### config.mk
export PLATFORM = sky130hd
export DESIGN_NAME = ncr5380_lite
export DESIGN_NICKNAME = d
export VERILOG_FILES = /design/src/rtl/ncr5380_lite.sv
export SDC_FILE = /design/constraint.sdc
export NUM_CORES = 1
export LEC_CHECK = 0
export ABC_AREA = 1
export CELL_PAD_IN_SITES_DETAIL_PLACEMENT = 0
export CELL_PAD_IN_SITES_GLOBAL_PLACEMENT = 1
export CORE_MARGIN = 2
export CORE_UTILIZATION = 36
export CTS_BUF_LIST = sky130_fd_sc_hd__clkbuf_16
export DETAILED_ROUTE_END_ITERATION = 10
export PLACE_DENSITY = 0.84
export SLEW_MARGIN = 20
export SYNTH_ARGS = -nofsm -noshare
export SYNTH_HDL_FRONTEND = slang
export SYNTH_SLANG_ARGS = --single-unit
### constraint.sdc
create_clock -name clk -period 1.53 [get_ports clk]
set_input_delay 0.153 -clock clk [delete_from_list [all_inputs] [get_ports clk]]
set_output_delay 0.153 -clock clk [all_outputs]
set_load 0.01 [all_outputs]
### src/rtl/ncr5380_lite.sv
// ncr5380_lite: initiator-side SCSI controller with an NCR 5380 style register view
// and an automatic one-byte-per-access DMA req/ack handshake.
module ncr5380_lite (
    input  logic       clk,
    input  logic       rst,
    input  logic       bus_cs,
    input  logic       bus_we,
    input  logic [2:0] bus_addr,
    input  logic       bus_dack,
    input  logic [7:0] bus_din,
    output logic [7:0] bus_dout,
    output logic       drq,
    output logic       irq,
    output logic       scsi_rst,
    output logic       scsi_sel,
    output logic       scsi_atn,
    output logic       scsi_ack,
    output logic [7:0] scsi_dout,
    input  logic       scsi_bsy,
    input  logic       scsi_msg,
    input  logic       scsi_cd,
    input  logic       scsi_io,
    input  logic       scsi_req,
    input  logic [7:0] scsi_din
);
    typedef enum logic [2:0] {IDLE, RX_WAIT_REQ, RX_WAIT_CPU, TX_WAIT_CPU, TX_WAIT_REQ, ACK_HI} state_t;
    state_t state;
    logic ret_tx;
    logic [7:0] odr, icr, mr, dma_data, rd_data;
    logic [2:0] tcr;
    logic dma_ack, end_dma, busy_err;
    logic wr, rd, dwr, drd, phase_match, wait_req, send_active, busy_lost;
    assign wr = bus_cs & bus_we & ~bus_dack;
    assign rd = bus_cs & ~bus_we & ~bus_dack;
    assign dwr = bus_cs & bus_we & bus_dack;
    assign drd = bus_cs & ~bus_we & bus_dack;
    assign phase_match = {scsi_msg, scsi_cd, scsi_io} == tcr;
    assign wait_req = (state == RX_WAIT_REQ) || (state == TX_WAIT_REQ);
    assign send_active = (state == TX_WAIT_CPU) || (state == TX_WAIT_REQ) || (state == ACK_HI && ret_tx);
    assign busy_lost = mr[3] & ~scsi_bsy & (state != IDLE);
    assign scsi_rst = icr[7];
    assign scsi_sel = icr[2];
    assign scsi_atn = icr[1];
    assign scsi_ack = icr[4] | dma_ack;
    assign scsi_dout = (icr[0] | send_active) ? odr : 8'h00;
    always_comb begin
        rd_data = 8'h00;
        case (bus_addr)
            3'd0: rd_data = scsi_io ? scsi_din : scsi_dout;
            3'd1: rd_data = icr;
            3'd2: rd_data = mr;
            3'd3: rd_data = {5'b0, tcr};
            3'd4: rd_data = {scsi_rst, scsi_bsy, scsi_req, scsi_msg, scsi_cd, scsi_io, scsi_sel, 1'b0};
            3'd5: rd_data = {end_dma, drq, 1'b0, irq, phase_match, busy_err, scsi_atn, scsi_ack};
            3'd6: rd_data = dma_data;
            default: rd_data = 8'h00;
        endcase
    end
    always_ff @(posedge clk) begin
        if (rst) begin
            state <= IDLE;
            ret_tx <= 1'b0;
            odr <= '0;
            icr <= '0;
            mr <= '0;
            tcr <= '0;
            dma_data <= '0;
            bus_dout <= '0;
            drq <= 1'b0;
            irq <= 1'b0;
            dma_ack <= 1'b0;
            end_dma <= 1'b0;
            busy_err <= 1'b0;
        end else begin
            if (rd || drd) bus_dout <= drd ? dma_data : rd_data;
            if (rd && bus_addr == 3'd7) begin
                irq <= 1'b0;
                busy_err <= 1'b0;
                end_dma <= 1'b0;
            end
            if (wr) begin
                case (bus_addr)
                    3'd0: odr <= bus_din;
                    3'd1: icr <= bus_din & 8'h97;
                    3'd2: mr <= bus_din;
                    3'd3: tcr <= bus_din[2:0];
                    default: ;
                endcase
            end
            case (state)
                IDLE: begin
                    if (wr && mr[1] && bus_addr == 3'd5) begin
                        drq <= 1'b1;
                        state <= TX_WAIT_CPU;
                    end else if (wr && mr[1] && bus_addr == 3'd7) state <= RX_WAIT_REQ;
                end
                RX_WAIT_REQ: if (scsi_req && phase_match) begin
                    dma_data <= scsi_din;
                    drq <= 1'b1;
                    state <= RX_WAIT_CPU;
                end
                RX_WAIT_CPU: if (drd) begin
                    drq <= 1'b0;
                    dma_ack <= 1'b1;
                    ret_tx <= 1'b0;
                    state <= ACK_HI;
                end
                TX_WAIT_CPU: if (dwr) begin
                    odr <= bus_din;
                    dma_data <= bus_din;
                    drq <= 1'b0;
                    state <= TX_WAIT_REQ;
                end
                TX_WAIT_REQ: if (scsi_req && phase_match) begin
                    dma_ack <= 1'b1;
                    ret_tx <= 1'b1;
                    state <= ACK_HI;
                end
                ACK_HI: if (!scsi_req) begin
                    dma_ack <= 1'b0;
                    drq <= ret_tx;
                    state <= ret_tx ? TX_WAIT_CPU : RX_WAIT_REQ;
                end
                default: state <= IDLE;
            endcase
            // A req in the wrong phase ends the transfer without acknowledging it.
            if (wait_req && scsi_req && !phase_match) begin
                end_dma <= 1'b1;
                drq <= 1'b0;
                state <= IDLE;
                if (mr[4]) irq <= 1'b1;
            end
            if (wr && bus_addr == 3'd2 && !bus_din[1]) begin
                state <= IDLE;
                dma_ack <= 1'b0;
                drq <= 1'b0;
            end
            if (busy_lost) begin
                busy_err <= 1'b1;
                mr[1] <= 1'b0;
                dma_ack <= 1'b0;
                drq <= 1'b0;
                state <= IDLE;
                irq <= 1'b1;
            end
        end
    end
endmodule

Yosys cells after proc, flatten, opt, wreduce, memory -nomap -nowiden
Cells that the tools add are included.

cells by class
  multiplexer cells = 37
  reduce and logical (&&, ||, !) cells = 36
  eq/ne operators = 20
  bitwise gates (word level) = 13

operators by type and width
  operator                                                          count
  8-bit 2-to-1 mux                                                  9
  8-bit case mux with 7 select lines                                1
  3-bit 2-to-1 mux                                                  7
  3-bit == test (second input constant)                             6
  3-bit case mux with 6 select lines                                1
  8-bit case mux with 2 select lines                                1
  1-bit 2-to-1 mux                                                  14
  3-bit by 2-bit == test with 1-bit output (second input constant)  4
  6-bit AND reduction                                               2
  1-bit logical AND                                                 10
  1-bit AND                                                         8
  2-bit != test (second input constant)                             4
  2-bit nonzero test                                                4
  3-bit by 1-bit == test with 1-bit output (second input constant)  2
  3-bit zero test                                                   2
  2-bit AND reduction                                               3
  3-bit AND reduction                                               2
  3-bit nonzero test                                                2
  1-bit case mux with 5 select lines                                1
  5-bit nonzero test                                                1
  1-bit logical OR                                                  4
  2-bit by 1-bit != test with 1-bit output (second input constant)  2
  4-bit AND reduction                                               1
  4-bit OR reduction                                                1
  10 further kinds                                                  14

word-level totals
  output and inout port bits = 22
  register bits = 49
  word-level logic and storage cells = 120
  bits of input ports = 29

Longest topological paths before layout
  depth after elaboration = 8
  gate-level depth with buffers = 11
  mapped depth without buffers = 11

Least setup slack after synthesis
OpenSTA, ideal clock, no wires.

  path kind = register -> register
  from = register state[2]
  to = register state[0]
  required time = 1,466 ps
  arrival time = 1,193 ps
  clock period less this slack = 1,257 ps
  buffers on the path = 1
  stages on the path, launching flop included = 10
  setup time = 64 ps
  setup slack = 273 ps
  cell sequence = dfxtp_1 -> buf_2 -> inv_2 -> nand2_1 -> nand3_1 -> nand2_1 -> or2_4 -> nor2_4 -> nand2_1 -> nor2_1

between the ends
  longest elaborated chain between the ends = 5
  elaborated cells between the ends (all ways) = 20
  those cells by class = 11 x eq/ne; 1 x mux; 1 x bitwise; 7 x reduce/logical

RTL lines
  item                                                                              RTL line  source
  start: declaration                                                                27        state_t state;
  start signal: assignment                                                          122       state <= ret_tx ? TX_WAIT_CPU : RX_WAIT_REQ;
  3-bit by 1-bit == test with 1-bit output / 3-bit == test (equally long branches)  38, 90
  1-bit logical OR                                                                  38        assign wait_req = (state == RX_WAIT_REQ) || (state == TX_WAIT_REQ);
  1-bit logical AND (2 in a row)                                                    127       if (wait_req && scsi_req && !phase_match) begin
  4-bit OR reduction (no line)                                                      -

Parallel ways exist; a longest one is shown, timed or not.
A chain may end at the register's enable or synchronous reset.

Worst setup path in the final report
  from = register state[1]
  to = output scsi_dout[6]

between the ends
  longest elaborated chain between the ends = 5
  elaborated cells between the ends (all ways) = 8
  those cells by class = 3 x eq/ne; 1 x mux; 1 x bitwise; 3 x reduce/logical

RTL lines
  item                                                                              RTL line  source
  3-bit by 2-bit == test with 1-bit output / 3-bit == test (equally long branches)  39        assign send_active = (state == TX_WAIT_CPU) || (state == TX_WAIT_REQ) || (state == ACK_HI && ret_tx);
  1-bit logical OR / 1-bit logical AND (equally long branches)                      39
  1-bit logical OR *                                                                39
  1-bit OR *                                                                        45        assign scsi_dout = (icr[0] | send_active) ? odr : 8'h00;
  8-bit 2-to-1 mux *                                                                45
  end: declaration                                                                  18        output logic [7:0] scsi_dout,

Every way passes the cells marked *; elsewhere a longest branch is shown, timed or not.

==> tab_implementation.tex <==
\begin{tabular}{lr}
\hline
Metric & Value \\
\hline
\multicolumn{2}{l}{\textbf{STA}} \\
Total count of max-transition violations in the final report & 0 \\
PnR worst setup slack & -0.05762 ns \\
Actual transition at the worst max-transition pin & approximately 0.38 ns \\
Normalized max-slew margin & between 70\% and 80\% \\
Setup TNS & -0.2776 ns \\
Setup repair after global routing missed its margin & yes \\
Final critical-path required period & 1.588 ns \\
Worst hold-check slack & 0.4548 ns \\
Ratio of final minimum period to clock period & 103.8\% \\
Endpoints failing setup & 8 \\
Clock Skew & about 0.0044 ns \\
Maximum clock rate & between 600 and 700 MHz \\
Hold Violations, Final & 0 \\
\multicolumn{2}{l}{\textbf{Yosys}} \\
Area share of xor/xnor cells in the synthesized design & less than 1\% \\
Fraction of synthesized area in multiplexers & 0\% \\
Synthesized-area fraction occupied by adder cells & 0\% \\
Synth Net Count & between 400 and 500 \\
Area fraction in and, or, nand and nor cells after synthesis & 33.30\% \\
Number of instances in the synthesized netlist & roughly 450 \\
Share of the synthesized area in compound gates (AO/OA/AOI/OAI) & between 10\% and 20\% \\
Combinational family with the most area after synthesis & simple AND/OR/NAND/NOR gates \\
Avg Inst Size Synth & 6.284 um2 \\
Sequential area share after synthesis & 34.54\% \\
Synth Register Bits & 49 \\
Synthesis Warnings & 0 \\
Synthesized cell area & roughly 0.0028 mm2 \\
Count of different cell masters after synthesis & 33 \\
\multicolumn{2}{l}{\textbf{Setup path}} \\
CP Data Required Time & 1.38 ns \\
Arrival time at the worst endpoint & approximately 1.4 ns \\
Setup slack of the most critical reg-to-reg path & -0.02 ns \\
R2R Path End & bus\_dout[6] \\
Category of the worst setup path launch point & register \\
Kind of end point of the critical path & output port \\
Crit Path Class & reg -> out \\
R2R depth & 12 \\
Critical Path Fanout Max & 5 \\
Launch instance of the worst register-to-register path & state[1] \\
\multicolumn{2}{l}{\textbf{Finish}} \\
Fraction of layout instances using a drive strength above 1 & 30.96\% \\
Number of filler instances in the final layout & around 800 \\
NumNets Final & a little under 600 \\
Area Growth Syn to Fin & 53.30\% \\
Inserted Diodes & 0 \\
\multicolumn{2}{l}{\textbf{Clock tree}} \\
TritonCTS clock tree & yes \\
Clock root cell & sky130\_fd\_sc\_hd\_\_clkbuf\_16 \\
Clock H-tree levels & 2 \\
Clk sinks & 49 \\
Clock transition at path regs & approximately 0.070 ns \\
Number of buffers created by CTS & 5 \\
Insertion delay of the later-clocked pin in the worst-skew pair & about 0.29 ns \\
Maximum clock insertion buffer count & 2 \\
\multicolumn{2}{l}{\textbf{Place}} \\
Buffers on Ports & 50 \\
Dpl ws & -0.3448 ns \\
Post-detail-place hpwl & 7.245 mm \\
Final weighted congestion in routability-driven placement & 0.8654 \\
\multicolumn{2}{l}{\textbf{GRT}} \\
Antenna violations before repair & 0 \\
Number of global-route vias before repair & 3058 \\
Sum of overflow across all layers after global routing & 0 \\
Total routing resource utilization after global routing & between 20\% and 30\% \\
First-pass GRT wire length & between 15 and 20 mm \\
Pin count of the biggest net entering global routing & 32 \\
\multicolumn{2}{l}{\textbf{Floorplan}} \\
Overall die width & between 90 and 100 um \\
Ports & 51 \\
Starting density of the core & 36.95\% \\
Number of placement rows & 32 \\
Placeable core region & a little under 0.008 mm2 \\
Die Outline Area & $\sim$0.0086 mm2 \\
Chip height & 92.82 um \\
\multicolumn{2}{l}{\textbf{Status}} \\
Failing checks & negative setup slack \\
Result of the run & finished, violations left \\
\multicolumn{2}{l}{\textbf{Min path}} \\
Endpoint with the worst hold slack & mr[6] \\
Number of instances on the worst hold path & 2 \\
HP Start & mr[6] \\
Hold Path Class & reg -> reg \\
\multicolumn{2}{l}{\textbf{Routing}} \\
Average via count per standard cell & just under 5 \\
Post-route ant nets & 0 \\
Wire per inst & 14.61 um \\
Routed wire length & just under 10 mm \\
Post-route DRC violation count & 0 \\
Total vias in the final route & 3205 \\
Detailed router's first-iteration violation count & around 130 \\
Number of detailed-route iterations in the first pass & 4 \\
\multicolumn{2}{l}{\textbf{Run}} \\
Maximum capacitance violations & 0 \\
\multicolumn{2}{l}{\textbf{Pwr}} \\
Worst ir drop on vdd & slightly above 0.4 mV \\
Leak & 2.012 nW \\
Power Density & 1013 mW/mm2 \\
\hline
\end{tabular}
-- worst max-delay path by stage --
| stage | from | endpoint | slack, ns | depth (start not counted) |
|---|---|---|---|---|
| after global placement | scsi_io | dma_data[5] | -0.34 | 9 |
| after detailed placement | scsi_io | dma_data[0] | -0.34 | 9 |
| final | state[1] | scsi_dout[6] | -0.06 | 8 |
| after global routing | state[1] | scsi_dout[5] | -0.12 | 8 |
| after floorplan | state[2] | state[0] | 0.27 | 9 |
| after CTS | state[0] | scsi_dout[7] | -0.07 | 8 |
-- cell usage in the layout (no fill, tap or decap), types with 2 or more instances in the layout --
master,instances
sky130_fd_sc_hd__inv_2,15
sky130_fd_sc_hd__dfxtp_4,4
sky130_fd_sc_hd__nand4_1,5
sky130_fd_sc_hd__nor2_4,11
sky130_fd_sc_hd__nor2_2,11
sky130_fd_sc_hd__buf_12,3
sky130_fd_sc_hd__dlymetal6s2s_1,3
sky130_fd_sc_hd__dfxtp_1,43
sky130_fd_sc_hd__buf_6,12
sky130_fd_sc_hd__nand2_4,10
sky130_fd_sc_hd__dfxtp_2,2
sky130_fd_sc_hd__nand2_1,82
sky130_fd_sc_hd__nand3_2,8
sky130_fd_sc_hd__inv_4,3
sky130_fd_sc_hd__inv_1,59
sky130_fd_sc_hd__o21ai_0,53
sky130_fd_sc_hd__a21oi_2,6
sky130_fd_sc_hd__clkdlybuf4s50_1,37
sky130_fd_sc_hd__nand2_2,22
sky130_fd_sc_hd__o21ai_1,2
sky130_fd_sc_hd__buf_2,3
sky130_fd_sc_hd__buf_4,48
sky130_fd_sc_hd__nor2_1,47
sky130_fd_sc_hd__dlygate4sd2_1,2
sky130_fd_sc_hd__a21oi_1,35
sky130_fd_sc_hd__nand3_1,10
sky130_fd_sc_hd__o22ai_1,3
sky130_fd_sc_hd__nand3_4,3
sky130_fd_sc_hd__o211ai_1,4
sky130_fd_sc_hd__clkbuf_16,5
-- area by class of cell --
cell class                      instances  area, um2  share of cell area, %
Inverter                               77      301.5                  6.925
Clock buffer                            5      125.1                  2.874
Clock inverter                          3      15.01                 0.3448
Timing Repair Buffer                  108      996.0                  22.87
Sequential cell                        49      998.5                  22.93
Tap cell                              102      127.6                  2.931
Multi-Input combinational cell        320       1790                  41.12
-- metal layers --
layer	vias to the layer above	routed length (um)	GRT usage, %
met1	1464	4462	31.80
met2	76	4565	37.98
met3	15	461	4.068
li1	1650	-	-
met5	-	0	0
met4	0	214	7.230
-- registers in the layout (all words and copies together), names as in the netlist --
name	count
mr	8
end_dma	1
state	3
irq	1
bus_dout	8
busy_err	1
ret_tx	1
dma_ack	1
icr	5
odr	8
tcr	3
dma_data	8
drq	1
-- report_power, final --
| group | leakage (nW) | total [W] | internal, W | switching [W] |
|---|---|---|---|---|
| clock network | 0.0724 | 0.00110 | 0.000596 | 0.000504 |
| logic | 1.54 | 0.00183 | 0.000730 | 0.00110 |
| registers | 0.400 | 0.00149 | 0.00138 | 0.000107 |
| total | 2.01 | 0.00441 | 0.00270 | 0.00171 |
-- cell usage after synthesis --
library cell,n,area [um2]
sky130_fd_sc_hd__nand4_1,5,31.28
sky130_fd_sc_hd__nand2_4,1,11.26
sky130_fd_sc_hd__nand2_2,5,31.28
sky130_fd_sc_hd__clkbuf_1,5,18.77
sky130_fd_sc_hd__nor3_2,1,10.01
sky130_fd_sc_hd__and2_1,1,6.260
sky130_fd_sc_hd__o22ai_1,3,18.77
sky130_fd_sc_hd__inv_1,65,244.0
sky130_fd_sc_hd__xnor2_2,1,16.27
sky130_fd_sc_hd__nand3_2,2,20.02
sky130_fd_sc_hd__or2_4,1,8.760
sky130_fd_sc_hd__o21ai_4,1,16.27
sky130_fd_sc_hd__nand3_4,1,17.52
sky130_fd_sc_hd__clkinv_1,1,3.750
sky130_fd_sc_hd__nand2_1,107,401.6
sky130_fd_sc_hd__buf_2,1,5.000
sky130_fd_sc_hd__a21boi_0,1,7.510
sky130_fd_sc_hd__buf_4,1,7.510
sky130_fd_sc_hd__o21ai_0,53,265.3
sky130_fd_sc_hd__or2_2,1,6.260
sky130_fd_sc_hd__nand3_1,17,85.08
sky130_fd_sc_hd__o21ai_1,2,10.01
sky130_fd_sc_hd__dfxtp_1,49,980.9
sky130_fd_sc_hd__a21oi_2,1,8.760
sky130_fd_sc_hd__a31oi_1,1,6.260
sky130_fd_sc_hd__nor2_4,5,56.30
sky130_fd_sc_hd__inv_4,1,6.260
sky130_fd_sc_hd__nor2_1,56,210.2
sky130_fd_sc_hd__o211ai_1,4,30.03
sky130_fd_sc_hd__a21oi_1,40,200.2
sky130_fd_sc_hd__buf_6,1,11.26
sky130_fd_sc_hd__inv_2,10,37.54
sky130_fd_sc_hd__nor2_2,8,50.05
-- stage by stage --
| stage | total power (W) | instances | instance area [um2] | utilization [%] |
|---|---|---|---|---|
| after floorplan | 0.002304 | 452 | 2840 | - |
| after global placement | 0.002791 | 639 | 3761 | 48.93 |
| after detailed placement | 0.002805 | 639 | 3761 | 48.93 |
| after CTS | 0.004074 | 658 | 4066 | 52.90 |
| after global routing | 0.004664 | 664 | 4354 | 56.64 |
| final | 0.004412 | 664 | 4354 | 56.64 |
-- logic make-up after synthesis --
group,after synthesis
flops,49
simple gates,211
xor+xnor,1
buf+inv,85
compound gates,106
-- what timing repair did --
item                                   in CTS  in global routing
buffers inserted                           13                  5
hold buffers                                0                  0
gates cloned                                1                  1
endpoints found under the hold margin       0                  0
pin swaps                                  19                 31
gates resized for setup                    65                 72
setup endpoints to repair                  23                 43
-- worst max-delay path: stages (launching register included) --
cell,delay [ns]
sky130_fd_sc_hd__dfxtp_4,0.40
sky130_fd_sc_hd__nand2_2,0.07
sky130_fd_sc_hd__nor2_4,0.13
sky130_fd_sc_hd__nor2_4,0.06
sky130_fd_sc_hd__buf_12,0.14
sky130_fd_sc_hd__nand3_4,0.13
sky130_fd_sc_hd__nand2_2,0.07
sky130_fd_sc_hd__inv_2,0.05
sky130_fd_sc_hd__buf_6,0.09
Power figures use the tool's default switching activity.
